### src/rtl/serial_alu_pkg.sv
// Shared constants, opcodes, FSM encoding and opcode decode for the bit-serial ALU.
package serial_alu_pkg;

    localparam int WIDTH = 32;
    localparam int IDX_W = $clog2(WIDTH);

    localparam logic [3:0] OP_AND = 4'b0000;
    localparam logic [3:0] OP_OR  = 4'b0001;
    localparam logic [3:0] OP_ADD = 4'b0010;
    localparam logic [3:0] OP_SUB = 4'b0110;
    localparam logic [3:0] OP_SLT = 4'b0111;
    localparam logic [3:0] OP_NOR = 4'b1100;

    localparam logic [1:0] SL_AND  = 2'b00;
    localparam logic [1:0] SL_OR   = 2'b01;
    localparam logic [1:0] SL_SUM  = 2'b10;
    localparam logic [1:0] SL_LESS = 2'b11;

    typedef enum logic [1:0] {
        ST_IDLE = 2'b00,
        ST_RUN  = 2'b01,
        ST_FIN  = 2'b10
    } state_e;

    typedef struct packed {
        logic       valid;
        logic       a_invert;
        logic       b_invert;
        logic       arith;
        logic [1:0] operation;
    } slice_ctrl_t;

    // Unknown opcodes select the slice's less input (tied low), so they yield zero.
    function automatic slice_ctrl_t decode_op(input logic [3:0] op);
        slice_ctrl_t c;
        c = '{valid: 1'b1, a_invert: 1'b0, b_invert: 1'b0, arith: 1'b0, operation: SL_AND};
        case (op)
            OP_AND: c.operation = SL_AND;
            OP_OR:  c.operation = SL_OR;
            OP_ADD: begin c.operation = SL_SUM; c.arith = 1'b1; end
            OP_SUB, OP_SLT: begin c.operation = SL_SUM; c.arith = 1'b1; c.b_invert = 1'b1; end
            OP_NOR: begin c.operation = SL_AND; c.a_invert = 1'b1; c.b_invert = 1'b1; end
            default: begin c.valid = 1'b0; c.operation = SL_LESS; end
        endcase
        return c;
    endfunction

endpackage

### src/rtl/serial_alu_slice.sv
// One-bit ALU slice: optional operand inversion, AND/OR/full-add/less select.
module serial_alu_slice
    import serial_alu_pkg::*;
(
    input  logic       a,
    input  logic       b,
    input  logic       less,
    input  logic       A_invert,
    input  logic       B_invert,
    input  logic       cin,
    input  logic [1:0] operation,
    output logic       result,
    output logic       cout
);

    logic aa, bb;

    assign aa   = a ^ A_invert;
    assign bb   = b ^ B_invert;
    assign cout = (aa & bb) | (aa & cin) | (bb & cin);

    always_comb begin
        case (operation)
            SL_AND:  result = aa & bb;
            SL_OR:   result = aa | bb;
            SL_SUM:  result = aa ^ bb ^ cin;
            default: result = less;
        endcase
    end

endmodule

### src/rtl/serial_alu_ctrl.sv
// Bit-serial 32-bit ALU controller: IDLE -> RUN (32 cycles, one bit each) -> FIN.
// Build option: define SERIAL_ALU_ABORT_EN to add the abort_i input.
module serial_alu_ctrl
    import serial_alu_pkg::*;
(
    input  logic             clk_i,
    input  logic             rst_i,
    input  logic             start_i,
    input  logic [WIDTH-1:0] src1_i,
    input  logic [WIDTH-1:0] src2_i,
    input  logic [3:0]       ALU_control_i,
`ifdef SERIAL_ALU_ABORT_EN
    input  logic             abort_i,
`endif
    output logic             busy_o,
    output logic             done_o,
    output logic [WIDTH-1:0] result_o,
    output logic             zero_o,
    output logic             cout_o,
    output logic             overflow_o
);

    state_e             state_q, state_d;
    logic [IDX_W-1:0]   idx_q, idx_d;
    logic               carry_q, carry_d;
    logic               cin31_q, cin31_d;
    logic [WIDTH-1:0]   a_q, a_d, b_q, b_d;
    logic [3:0]         op_q, op_d;
    logic [WIDTH-1:0]   shreg_q, shreg_d;
    logic [WIDTH-1:0]   res_q, res_d;
    logic               cout_q, cout_d, ovf_q, ovf_d;

    slice_ctrl_t        ctrl;
    logic               slice_cin, slice_res, slice_cout;
    logic               ovf_raw, abort;
    logic [WIDTH-1:0]   fin_result;
    logic               fin_cout, fin_ovf, fin_commit;

`ifdef SERIAL_ALU_ABORT_EN
    assign abort = abort_i && (state_q != ST_IDLE);
`else
    assign abort = 1'b0;
`endif

    assign ctrl      = decode_op(op_q);
    assign slice_cin = (idx_q == '0) ? ctrl.b_invert : carry_q;

    serial_alu_slice u_slice (
        .a         (a_q[idx_q]),
        .b         (b_q[idx_q]),
        .less      (1'b0),
        .A_invert  (ctrl.a_invert),
        .B_invert  (ctrl.b_invert),
        .cin       (slice_cin),
        .operation (ctrl.operation),
        .result    (slice_res),
        .cout      (slice_cout)
    );

    // After bit 31, carry_q is cout31 and cin31_q the carry into bit 31.
    assign ovf_raw = cin31_q ^ carry_q;

    always_comb begin
        fin_result = shreg_q;
        fin_cout   = carry_q;
        fin_ovf    = ctrl.arith & ovf_raw;
        if (!ctrl.valid) begin
            fin_result = '0;
            fin_cout   = 1'b0;
            fin_ovf    = 1'b0;
        end else if (op_q == OP_SLT) begin
            fin_result = {{(WIDTH-1){1'b0}}, shreg_q[WIDTH-1] ^ ovf_raw};
        end
    end

    assign fin_commit = (state_q == ST_FIN) && !abort;

    assign busy_o     = (state_q != ST_IDLE);
    assign done_o     = fin_commit;
    assign result_o   = fin_commit ? fin_result : res_q;
    assign cout_o     = fin_commit ? fin_cout   : cout_q;
    assign overflow_o = fin_commit ? fin_ovf    : ovf_q;
    assign zero_o     = (result_o == '0);

    // NOTE: every next-state variable gets its hold value first, so no path leaves one unassigned (no latches).
    always_comb begin
        state_d = state_q;
        idx_d   = idx_q;
        carry_d = carry_q;
        cin31_d = cin31_q;
        a_d     = a_q;
        b_d     = b_q;
        op_d    = op_q;
        shreg_d = shreg_q;
        res_d   = res_q;
        cout_d  = cout_q;
        ovf_d   = ovf_q;
        case (state_q)
            ST_IDLE: begin
                if (start_i) begin
                    a_d     = src1_i;
                    b_d     = src2_i;
                    op_d    = ALU_control_i;
                    idx_d   = '0;
                    carry_d = 1'b0;
                    shreg_d = '0;
                    state_d = ST_RUN;
                end
            end
            ST_RUN: begin
                shreg_d[idx_q] = slice_res;
                carry_d        = slice_cout;
                if (idx_q == IDX_W'(WIDTH - 1)) begin
                    cin31_d = slice_cin;
                    idx_d   = '0;
                    state_d = ST_FIN;
                end else begin
                    idx_d = idx_q + IDX_W'(1);
                end
            end
            ST_FIN: begin
                res_d   = fin_result;
                cout_d  = fin_cout;
                ovf_d   = fin_ovf;
                state_d = ST_IDLE;
            end
            default: state_d = ST_IDLE;
        endcase
        if (abort) begin
            state_d = ST_IDLE;
            idx_d   = '0;
            carry_d = 1'b0;
            res_d   = res_q;
            cout_d  = cout_q;
            ovf_d   = ovf_q;
        end
    end

    // NOTE: sequential state uses non-blocking assignments so all registers update from pre-edge values.
    always_ff @(posedge clk_i) begin
        if (rst_i) begin
            state_q <= ST_IDLE;
            idx_q   <= '0;
            carry_q <= 1'b0;
            cin31_q <= 1'b0;
            a_q     <= '0;
            b_q     <= '0;
            op_q    <= OP_AND;
            shreg_q <= '0;
            res_q   <= '0;
            cout_q  <= 1'b0;
            ovf_q   <= 1'b0;
        end else begin
            state_q <= state_d;
            idx_q   <= idx_d;
            carry_q <= carry_d;
            cin31_q <= cin31_d;
            a_q     <= a_d;
            b_q     <= b_d;
            op_q    <= op_d;
            shreg_q <= shreg_d;
            res_q   <= res_d;
            cout_q  <= cout_d;
            ovf_q   <= ovf_d;
        end
    end

endmodule

### config.mk
export PLATFORM = sky130hd
export DESIGN_NAME = serial_alu_ctrl
export DESIGN_NICKNAME = d
export VERILOG_FILES = /design/src/rtl/serial_alu_pkg.sv /design/src/rtl/serial_alu_slice.sv /design/src/rtl/serial_alu_ctrl.sv
export SDC_FILE = /design/constraint.sdc
export NUM_CORES = 1
export LEC_CHECK = 0
export ABC_AREA = 1
export CELL_PAD_IN_SITES_DETAIL_PLACEMENT = 1
export CELL_PAD_IN_SITES_GLOBAL_PLACEMENT = 2
export CORE_ASPECT_RATIO = 0.8
export CORE_MARGIN = 10
export CORE_UTILIZATION = 30
export CTS_BUF_LIST = sky130_fd_sc_hd__clkbuf_4 sky130_fd_sc_hd__clkbuf_8 sky130_fd_sc_hd__clkbuf_16
export CTS_CLUSTER_SIZE = 16
export DETAILED_ROUTE_END_ITERATION = 7
export PLACE_DENSITY_LB_ADDON = 0.1
export REMOVE_ABC_BUFFERS = 1
export SYNTH_ARGS = -nofsm -noshare
export SYNTH_HDL_FRONTEND = slang
export SYNTH_SLANG_ARGS = --single-unit
### constraint.sdc
create_clock -name clk_i -period 2.9 [get_ports clk_i]
set_input_delay 0.435 -clock clk_i [delete_from_list [all_inputs] [get_ports clk_i]]
set_output_delay 0.435 -clock clk_i [all_outputs]
set_load 0.05 [all_outputs]
# [Word level (Yosys, flattened, before mapping)]
# Cells that the tools add are included.
[word_totals] register_bits=143 latchBits=0 mem_bits_rw=0 rom_bits=0 in_bits=71 output_inout_bits=37 elab_cells=86 memories=0
[op_classes] n_addsub=1 n_mul=0 n_div=0 magnitude_cmp=2 eq_ne=12 shift=0 muxes=31 bitwise=13 reduce_logical=16
[op_table] op="two-way mux 32 bit" count=4
[op_table] op="one-hot mux 32 bit (2 select lines)" count=1
[op_table] op="bitwise mux 32 bit" count=1
[op_table] op="zero test 32 bit" count=1
[op_table] op="two-way mux 1 bit" count=13
[op_table] op="binary-select mux 1 bit (select 5 bit)" count=2
[op_table] op="two-way mux 5 bit" count=2
[op_table] op="one-hot mux 5 bit (2 select lines)" count=1
[op_table] op="equality test 4 x 3 -> 1 bit, second input constant" count=2
[op_table] op="AND reduction 2 bit" count=4
[op_table] op="less-than comparator 5 x 6 -> 1 bit, second input constant" count=1
[op_table] op="one-hot mux 2 bit (3 select lines)" count=1
[op_table] op="OR reduction 3 bit" count=2
[op_table] op="OR reduction 6 bit" count=1
[op_table] op="XOR 1 bit" count=6
[op_table] op="adder 5 x 1 -> 5 bit, second input constant" count=1
[op_table] op="demux 1 bit (select 5 bit)" count=1
[op_table] op="equality test 5 bit, second input constant" count=1
[op_table] op=">= comparator 5 x 1 -> 1 bit, second input constant" count=1
[op_table] op="zero test 5 bit" count=1
[op_table] op="AND 1 bit" count=4
[op_table] op="equality test 2 x 1 -> 1 bit, second input constant" count=2
[op_table] op="equality test 2 bit, second input constant" count=2
[op_table] op="equality test 4 x 1 -> 1 bit, second input constant" count=1
[op_table] op="other kinds (13)" count=19

# [Logic depth before layout (Yosys ltp)]
# Gate-level depths: netlist of run 1.
[logic_depth] depth_word=9 depth_mapped=21 ltp_nobuf=18

# [Hierarchy]
# A second synthesis of run 1 with hierarchy kept.
[hier_totals] hier_cells=955 area_unflattened_um2=6796.5
[modules_own_cells] mod="serial_alu_ctrl" instances=1 cells_per_inst=936 area_each_um2=6678.9 seq_area_each_um2=2862.7
[modules_own_cells] mod="serial_alu_slice" instances=1 cells_per_inst=19 area_each_um2=117.6 seq_area_each_um2=0.0

# [Worst setup path after synthesis of run 1]
# OpenSTA, ideal clock, no wires.
[synth_path] path_kind="reg-to-output" startpoint="register state_q[1]" endpoint="output zero_o" t_arrival_ps=2825 t_required_ps=2465 path_slack_ps=-360 path_stages_with_launch=10 path_buffers=1 cell_sequence="dfxtp_1 -> inv_1 -> nor2_1 -> clkbuf_1 -> o22ai_1 -> inv_1 -> nand3_1 -> nor2_1 -> nand2_1 -> nor2_1"
[synth_via] elab_chain_len=3
[synth_lines] element="start, declared" line="serial_alu_ctrl.sv:23" source="state_e state_q, state_d;"
[synth_lines] element="start signal, assigned" line="serial_alu_ctrl.sv:154" source="state_q <= state_d;"
[synth_lines] element="equality test 2 bit" line="serial_alu_ctrl.sv:76" source="assign fin_commit = (state_q == ST_FIN) && !abort;"
[synth_lines] element="via done_o" line="serial_alu_ctrl.sv:16" source="output logic done_o,"
[synth_lines] element="two-way mux 32 bit"
[synth_lines] element="via result_o[13]" line="serial_alu_ctrl.sv:17" source="output logic [WIDTH-1:0] result_o,"
[synth_lines] element="zero test 32 bit" line="serial_alu_ctrl.sv:83" source="assign zero_o = (result_o == '0);"
[synth_lines] element="end, declared" line="serial_alu_ctrl.sv:18" source="output logic zero_o,"
# The timed path passes the listed nets, and every way through them passes these cells.

# [Worst setup path in the final report of run 1]
[layout_path] startpoint="register op_q[1]" endpoint="output zero_o"
[layout_via] elab_chain_len=6 word_cells_on_any_way=12 classes_between="5 x eq/ne; 4 x mux; 3 x reduce/logical"
[layout_lines] element="start, declared" line="serial_alu_ctrl.sv:28" source="logic [3:0] op_q, op_d;"
[layout_lines] element="start signal, assigned" line="serial_alu_ctrl.sv:160" source="op_q <= op_d;"
[layout_lines] element="equality test 4 x 3 -> 1 bit (tied with other cells)" line="serial_alu_pkg.sv:37, serial_alu_ctrl.sv:71"
[layout_lines] element="OR reduction 6 bit (no source line)"
[layout_lines] element="two-way mux 1 bit" line="serial_alu_pkg.sv:37" source="case (op)"
[layout_lines] element="two-way mux 32 bit (*)" line="serial_alu_ctrl.sv:67" source="if (!ctrl.valid) begin"
[layout_lines] element="two-way mux 32 bit (*)"
[layout_lines] element="zero test 32 bit (*)" line="serial_alu_ctrl.sv:83"
# Mark *: on every way between the ends. The rest lies on a longest branch, timed or not.

==> results by group, run 1 <==
Final layout
  – Filler cell count: 2,829
  – Area Overhead vs Synth: 46.8%
  – Non-Filler Instances: between 1,500 and 2,000
  – Most frequent cells in the layout: 209 x nand2_1, 193 x nor2_1, 167 x inv_1
  – ANT cells: 0
  – Layout cell share with drive strength beyond 1: 0.226
  – Post-layout net count: 1,286
  – Post-route cell area: between 10,000 and 15,000 sq um
  – Commonest non-fill, non-tap cell in the layout: nand2_1

Synthesis
  – Library cells used by synthesis: 31
  – Mapped Area: ~7200 sq um
  – Synth warn: 0
  – #FFs+latches synth: 143
  – Avg Cell Area, Syn: 6.76 sq um
  – Sequential share of the synthesized area: 0.399
  – Syn Inst Count: 1,063

Setup path
  – End of the critical path: zero_o
  – Worst Reg-to-Reg Cells: 20
  – Setup crit start: op_q[1]$_SDFFE_PP0P_
  – Crit path required time: between 2 and 2.5 ns
  – Slowest CP cell: dfxtp_4
  – Worst-path fanout max: 8
  – Reg2reg setup slack: 0.15 ns
  – Reg2reg end: shreg_q[25]$_SDFFE_PP0P_
  – CP startpoint kind: flop
  – CP Class: flop to output port
  – Worst path max stage delay: 0.37 ns
  – Critical Path AT: 2.39 ns
  – Setup crit end kind: output port
  – R2R Path Start: idx_q[0]$_SDFFE_PP0P_
  – Cells along the critical path: buf_6, nand2_4, nor3_4, inv_4, clkbuf_16, nand2_1, o22ai_1, nor2_1, nand3_1, nor2_2, nand2_1, nor2_2, buf_12

Power
  – Pwr Density: 490 nW/um^2
  – Clk pwr share: 0.448
  – Leak: 0.00445 uW
  – Peak VDD IR: 0.393 mV
  – Sw Pwr: 1390 uW
  – Int Power: around 3800 uW
  – Combinational power share: 0.149
  – Sequential cell fraction of total power: 0.403
  – Switching power share of the total: 0.269
  – Final total power: 5160 uW

Flow run
  – Max Cap Viol: 0

Floorplanning
  – Starting Density: 0.306
  – Rows: 50
  – # IOs: 108
  – DIE WIDTH: 193 um
  – Die Y: 158 um
  – Core ar.: roughly 23,000 sq um
  – Die area: 30,600 sq um

Placed design
  – DP Area: 9070 sq um
  – Worst slack, placed: 0.160 ns
  – Port Buffers: around 110
  – GP Congestion: around 0.74
  – Placed Cells: 1,471
  – Dpl hpwl: 15,900 um

CTS
  – Clock Tree Root: clkbuf_16
  – Clock Latency Late Sink: 0.42 ns
  – Hold-fix buffer count after cts: 0
  – H-tree Lvls: 4
  – TritonCTS clock tree: done
  – Total CTS buffers: 17
  – Clock transition at path regs: about 0.060 ns
  – CTS max path bufs: 2
  – TritonCTS sink count: around 140

GRT
  – Global-route wire length before repair: 38,700 um
  – Pin count of the biggest net entering global routing: 59
  – Initial antenna violation count: 0
  – GRT Util Overall: 0.158
  – Vias in the first global route: 7,169
  – Total grt overflow: 0

STA
  – Max Clock Freq: 354 MHz
  – Final setup margin: 0.0723 ns
  – RSZ-0062 raised after global routing: true
  – Setup Skew: ~0.012 ns
  – Worst-margin pin slew: 0.653 ns
  – Relative slew margins: 0.561
  – Period Utilization, post-route: 0.975
  – Hold Vio Cnt, Final: 0
  – Endpoints failing setup: 0
  – Tmin final: 2.83 ns
  – Pins Over Slew Limit: 0

Drt
  – DR vias: 7,117
  – Total wire length: approximately 25,000 um
  – DRT Pass-1 Iters: 5
  – Starting DRT DRC Count: 320
  – Post-route ant nets: 0
  – Wirelength per Cell: 16.4 um
  – Post-DR vias/cell: around 4.6
  – Post-route DRC violation count: 0

Worst hold path
  – Hold Crit Class: flop to flop
  – Hold path start: b_q[26]$_SDFFE_PP0P_

Run status
  – Status: complete, no violations
## metal layers
layer / vias up / part of all wire / GRT usage
met5: - / 0 / 0
met4: 0 / 0.0062 / 0.0373
met3: 12 / 0.029 / 0.0273
met2: 84 / 0.44 / 0.247
met1: 3421 / 0.52 / 0.221
li1: 3600 / - / -
## worst min-delay path by stage
stage                                       to  slack, ns  cells after the start
after CTS                 res_q[15]$_SDFF_PP0_       0.46                      2
after global placement    b_q[15]$_SDFFE_PP0P_       0.45                      2
after global routing      a_q[21]$_SDFFE_PP0P_       0.49                      2
after floorplan           a_q[22]$_SDFFE_PP0P_       0.44                      2
final                     b_q[26]$_SDFFE_PP0P_       0.47                      2
after detailed placement  b_q[21]$_SDFFE_PP0P_       0.45                      2
## cells by family after synthesis
| kind of cell | after synthesis | synth area share |
|---|---|---|
| compound gates | 151 | 0.132 |
| xor+xnor | 3 | 0.00366 |
| fa+ha+maj | 6 | 0.0105 |
| buf+inv | 238 | 0.143 |
| flops | 143 | 0.399 |
| simple gates | 522 | 0.312 |
## registers in the layout, indices dropped and copies added, names as in the netlist
signal   flops
b_q         32
cin31_q      1
op_q         4
cout_q       1
shreg_q     32
state_q      2
carry_q      1
res_q       32
a_q         32
idx_q        5
ovf_q        1
## power by group through the flow
stage	Combinational [uW]	Clock (uW)	Sequential (uW)
detailed placement	642	0	2120
floorplan	345	0	2120
finish	767	2310	2080
CTS	654	2370	2080
global placement	637	0	2120
global route	851	2450	2090
## cell type report
cell class	instances	area, sq um	share of cell area
Multi-Input combinational cell	682	3650	0.347
Clock inverter	12	158	0.0150
Clock buffer	19	453	0.0430
Sequential cell	143	2880	0.273
Timing Repair Buffer	187	2320	0.220
Inverter	178	681	0.0646
Tap cell	312	390	0.0370
## cell usage after synthesis
cell	n	area [sq um]
a211oi_1	54	405
a21oi_1	58	290
a21oi_2	1	8.76
a22oi_2	1	12.5
buf_1	8	30.0
buf_12	3	60.1
buf_2	6	30.0
buf_4	8	60.1
buf_6	6	67.6
clkbuf_1	29	109
dfxtp_1	143	2860
ha_1	6	75.1
inv_1	174	653
inv_2	2	7.51
inv_4	2	12.5
nand2_1	231	867
nand2_2	5	31.3
nand2_4	1	11.3
nand3_1	38	190
nand3_2	30	300
nor2_1	206	773
nor2_2	6	37.5
nor3_1	2	10.0
nor4_1	1	6.26
o21a_1	1	7.51
o21ai_0	6	30.0
o21ai_2	2	17.5
o22ai_1	28	175
or2_0	1	6.26
or2_2	1	6.26
xor2_1	3	26.3
## critical path, delay by kind of cell, from the launching register on
| kind | cells | cell delay (ns) |
|---|---|---|
| buffers and inverters | 4 | 0.56 |
| AND/OR/NAND/NOR | 8 | 0.93 |
| AO/OA/AOI/OAI | 1 | 0.09 |
| flip-flops | 1 | 0.37 |
## repair_timing
| action | 4_1_cts | 5_1_grt |
|---|---|---|
| pin swaps | 6 | 33 |
| setup buffers | 6 | 13 |
| gates resized for setup | 29 | 87 |
| setup endpoints to repair | 1 | 36 |
| gates cloned | 3 | 10 |
## metrics by stage
| step | util | TNS (ns) | hold slack (ns) |
|---|---|---|---|
| 3_3_place_gp | 0.387 | 0 | 0.454 |
| 5_1_grt | 0.449 | -0.508 | 0.490 |
| 3_5_place_dp | 0.387 | 0 | 0.454 |
| 6_report | 0.449 | 0 | 0.465 |
| 4_1_cts | 0.424 | 0 | 0.464 |
| 2_1_floorplan | - | -156.78 | 0.436 |
Power figures use the tool's default switching activity.
==> inputs of run 2 (changes only) <==
--- a/config.mk
+++ b/config.mk
@@ -14,6 +14,7 @@
 export CTS_BUF_LIST = sky130_fd_sc_hd__clkbuf_4 sky130_fd_sc_hd__clkbuf_8 sky130_fd_sc_hd__clkbuf_16
 export CTS_CLUSTER_SIZE = 16
 export DETAILED_ROUTE_END_ITERATION = 7
+export GPL_TIMING_DRIVEN = 0
 export PLACE_DENSITY_LB_ADDON = 0.1
 export REMOVE_ABC_BUFFERS = 1
 export SYNTH_ARGS = -nofsm -noshare
==> results by group, run 2 (synthesis gave the netlist of run 1 again) <==
CTS
  – Clock Latency Late Sink: 0.43 ns
  – H-tree Lvls: 4
  – CTS max path bufs: 2
  – Clock transition at path regs: 0.07 ns
  – Hold-fix buffer count after cts: 0
  – Total CTS buffers: 17
  – TritonCTS clock tree: done
  – Clock Tree Root: clkbuf_16
  – TritonCTS sink count: 143

Setup path
  – Slowest CP cell: dfxtp_2
  – CP Class: flop to output port
  – Most frequent cell on the critical path: nand2_1
  – Setup crit end kind: output port
  – Critical Path AT: 2.44 ns
  – Worst path max stage delay: 0.37 ns
  – CP startpoint kind: flop
  – Crit path required time: approximately 2.5 ns
  – Cells along the critical path: nand2_1, nor3_4, clkinvlp_4, buf_8, nand2_1, o22ai_2, nor2_1, nand3_1, nor2_4, nand2_2, nor2_2, buf_6
  – Worst-path fanout max: 16

Final layout
  – Post-route cell area: 9660 sq um
  – Post-layout net count: ~1,200
  – Layout cell share with drive strength beyond 1: 0.173
  – Area Overhead vs Synth: 34.6%
  – Commonest non-fill, non-tap cell in the layout: nand2_1
  – ANT cells: 0
  – Most frequent cells in the layout: 227 x nand2_1, 194 x nor2_1, 169 x inv_1

GRT
  – Global-route wire length before repair: 38,400 um
  – GRT Util Overall: 0.158
  – Initial antenna violation count: 0
  – Total grt overflow: 0
  – Vias in the first global route: 7,105
  – Pin count of the biggest net entering global routing: 91

STA
  – Setup Skew: 0.0111 ns
  – Worst-margin pin slew: between 0.6 and 0.7 ns
  – Max Clock Freq: approximately 350 MHz
  – Endpoints failing setup: 0
  – Tmin final: 2.87 ns
  – Pins Over Slew Limit: 0
  – Final setup margin: 0.0263 ns
  – Relative slew margins: 0.582
  – Period Utilization, post-route: 0.991
  – RSZ-0062 raised after global routing: true
  – Hold Vio Cnt, Final: 0

Drt
  – DRT Pass-1 Iters: 4
  – Post-DR vias/cell: 4.61
  – Top routing layer used: met4
  – Wirelength per Cell: approximately 16 um
  – Total wire length: roughly 24,000 um
  – DR vias: 6,834
  – Routed length on met2: 10,800 um
  – Starting DRT DRC Count: 229
  – Wl on met1: between 10,000 and 15,000 um
  – Post-route DRC violation count: 0
  – Post-route ant nets: 0
  – Routed met3 length: ~1100 um

Power
  – Pwr Density: 528 nW/um^2
  – Peak VDD IR: roughly 0.38 mV
  – Leak: between 0.003 and 0.004 uW

Floorplanning
  – Core ar.: 23,500 sq um
  – # IOs: 108
  – Die area: 30,600 sq um
  – DIE WIDTH: approximately 190 um
  – Starting Density: 0.306
  – Die Y: 158 um
  – Rows: 50

Placed design
  – Dpl hpwl: 14,600 um
  – Worst slack, placed: -1.10 ns
  – DP Area: 8410 sq um
  – GP Congestion: 0.750
  – Port Buffers: between 100 and 150

Flow run
  – Max Cap Viol: 0

Worst hold path
  – Hold Crit Class: primary input to flop

Run status
  – Status: complete, no violations
-- run 2: cell count changes in the layout (fill, tap and decap cells not counted), sizes merged, moves of 2 or more --
cell | previous run | this run
clkinvlp | 3 | 5
inv | 181 | 179
clkbuf | 27 | 32
clkinv | 3 | 6
buf | 107 | 23
nand2 | 237 | 240
clkdlybuf4s15 | 0 | 23
-- run 2: path summary, 6_finish.rpt --
path | from | end | slack [ns] | cells after the start
max | op_q[0]$_SDFFE_PP0P_ | zero_o | 0.03 | 12
min | rst_i | res_q[18]$_SDFF_PP0_ | 0.45 | 2
max reg2reg | idx_q[0]$_SDFFE_PP0P_ | shreg_q[21]$_SDFFE_PP0P_ | 0.18 | 19
min reg2reg | a_q[5]$_SDFFE_PP0P_ | a_q[5]$_SDFFE_PP0P_ | 0.46 | 2
-- run 2: worst max-delay path, delay by kind of cell (launching register included) --
| kind | cells | cell delay [ns] |
|---|---|---|
| simple gates | 8 | 1.05 |
| buf+inv | 3 | 0.47 |
| flops | 1 | 0.37 |
| compound gates | 1 | 0.10 |
-- run 2: per-stage QoR --
step                      TNS (ns)  power (uW)   util  hold WS [ns]  std cells
after floorplan            -156.78        2470      -         0.436       1003
after global placement     -500.77        2740  0.353         0.453       1422
after detailed placement    -56.91        2750  0.359         0.457       1426
after CTS                  -0.0644        5110  0.398         0.455       1476
after global routing        -0.313        5350  0.412         0.471       1484
final                            0        5100  0.412         0.453       1484
-- run 2: routing by layer --
metal	track usage	vias up
met5	0	-
met3	0.0348	20
met2	0.250	82
li1	-	3515
met4	0.0325	0
met1	0.217	3217
-- run 2: power by group --
part	total, uW	switching (uW)	internal (uW)
logic	755	449	306
registers	2080	39.5	2040
clock network	2260	948	1320
total	5100	1440	3670
-- run 2: repair_timing --
item,CTS,global route
cloned,5,5
resized for setup,135,63
pin swaps,8,16
setup endpoints to repair,69,71
buffers inserted,13,3
-- run 2: cell type report --
class	instances	area [sq um]
fill	2957	13800
sequential	143	2880
timing repair buffer	131	1420
multi-input combinational	687	3650
clock inverter	13	154
timing repair inverter	1	7.51
inverter	178	709
clock buffer	19	447
tap	312	390
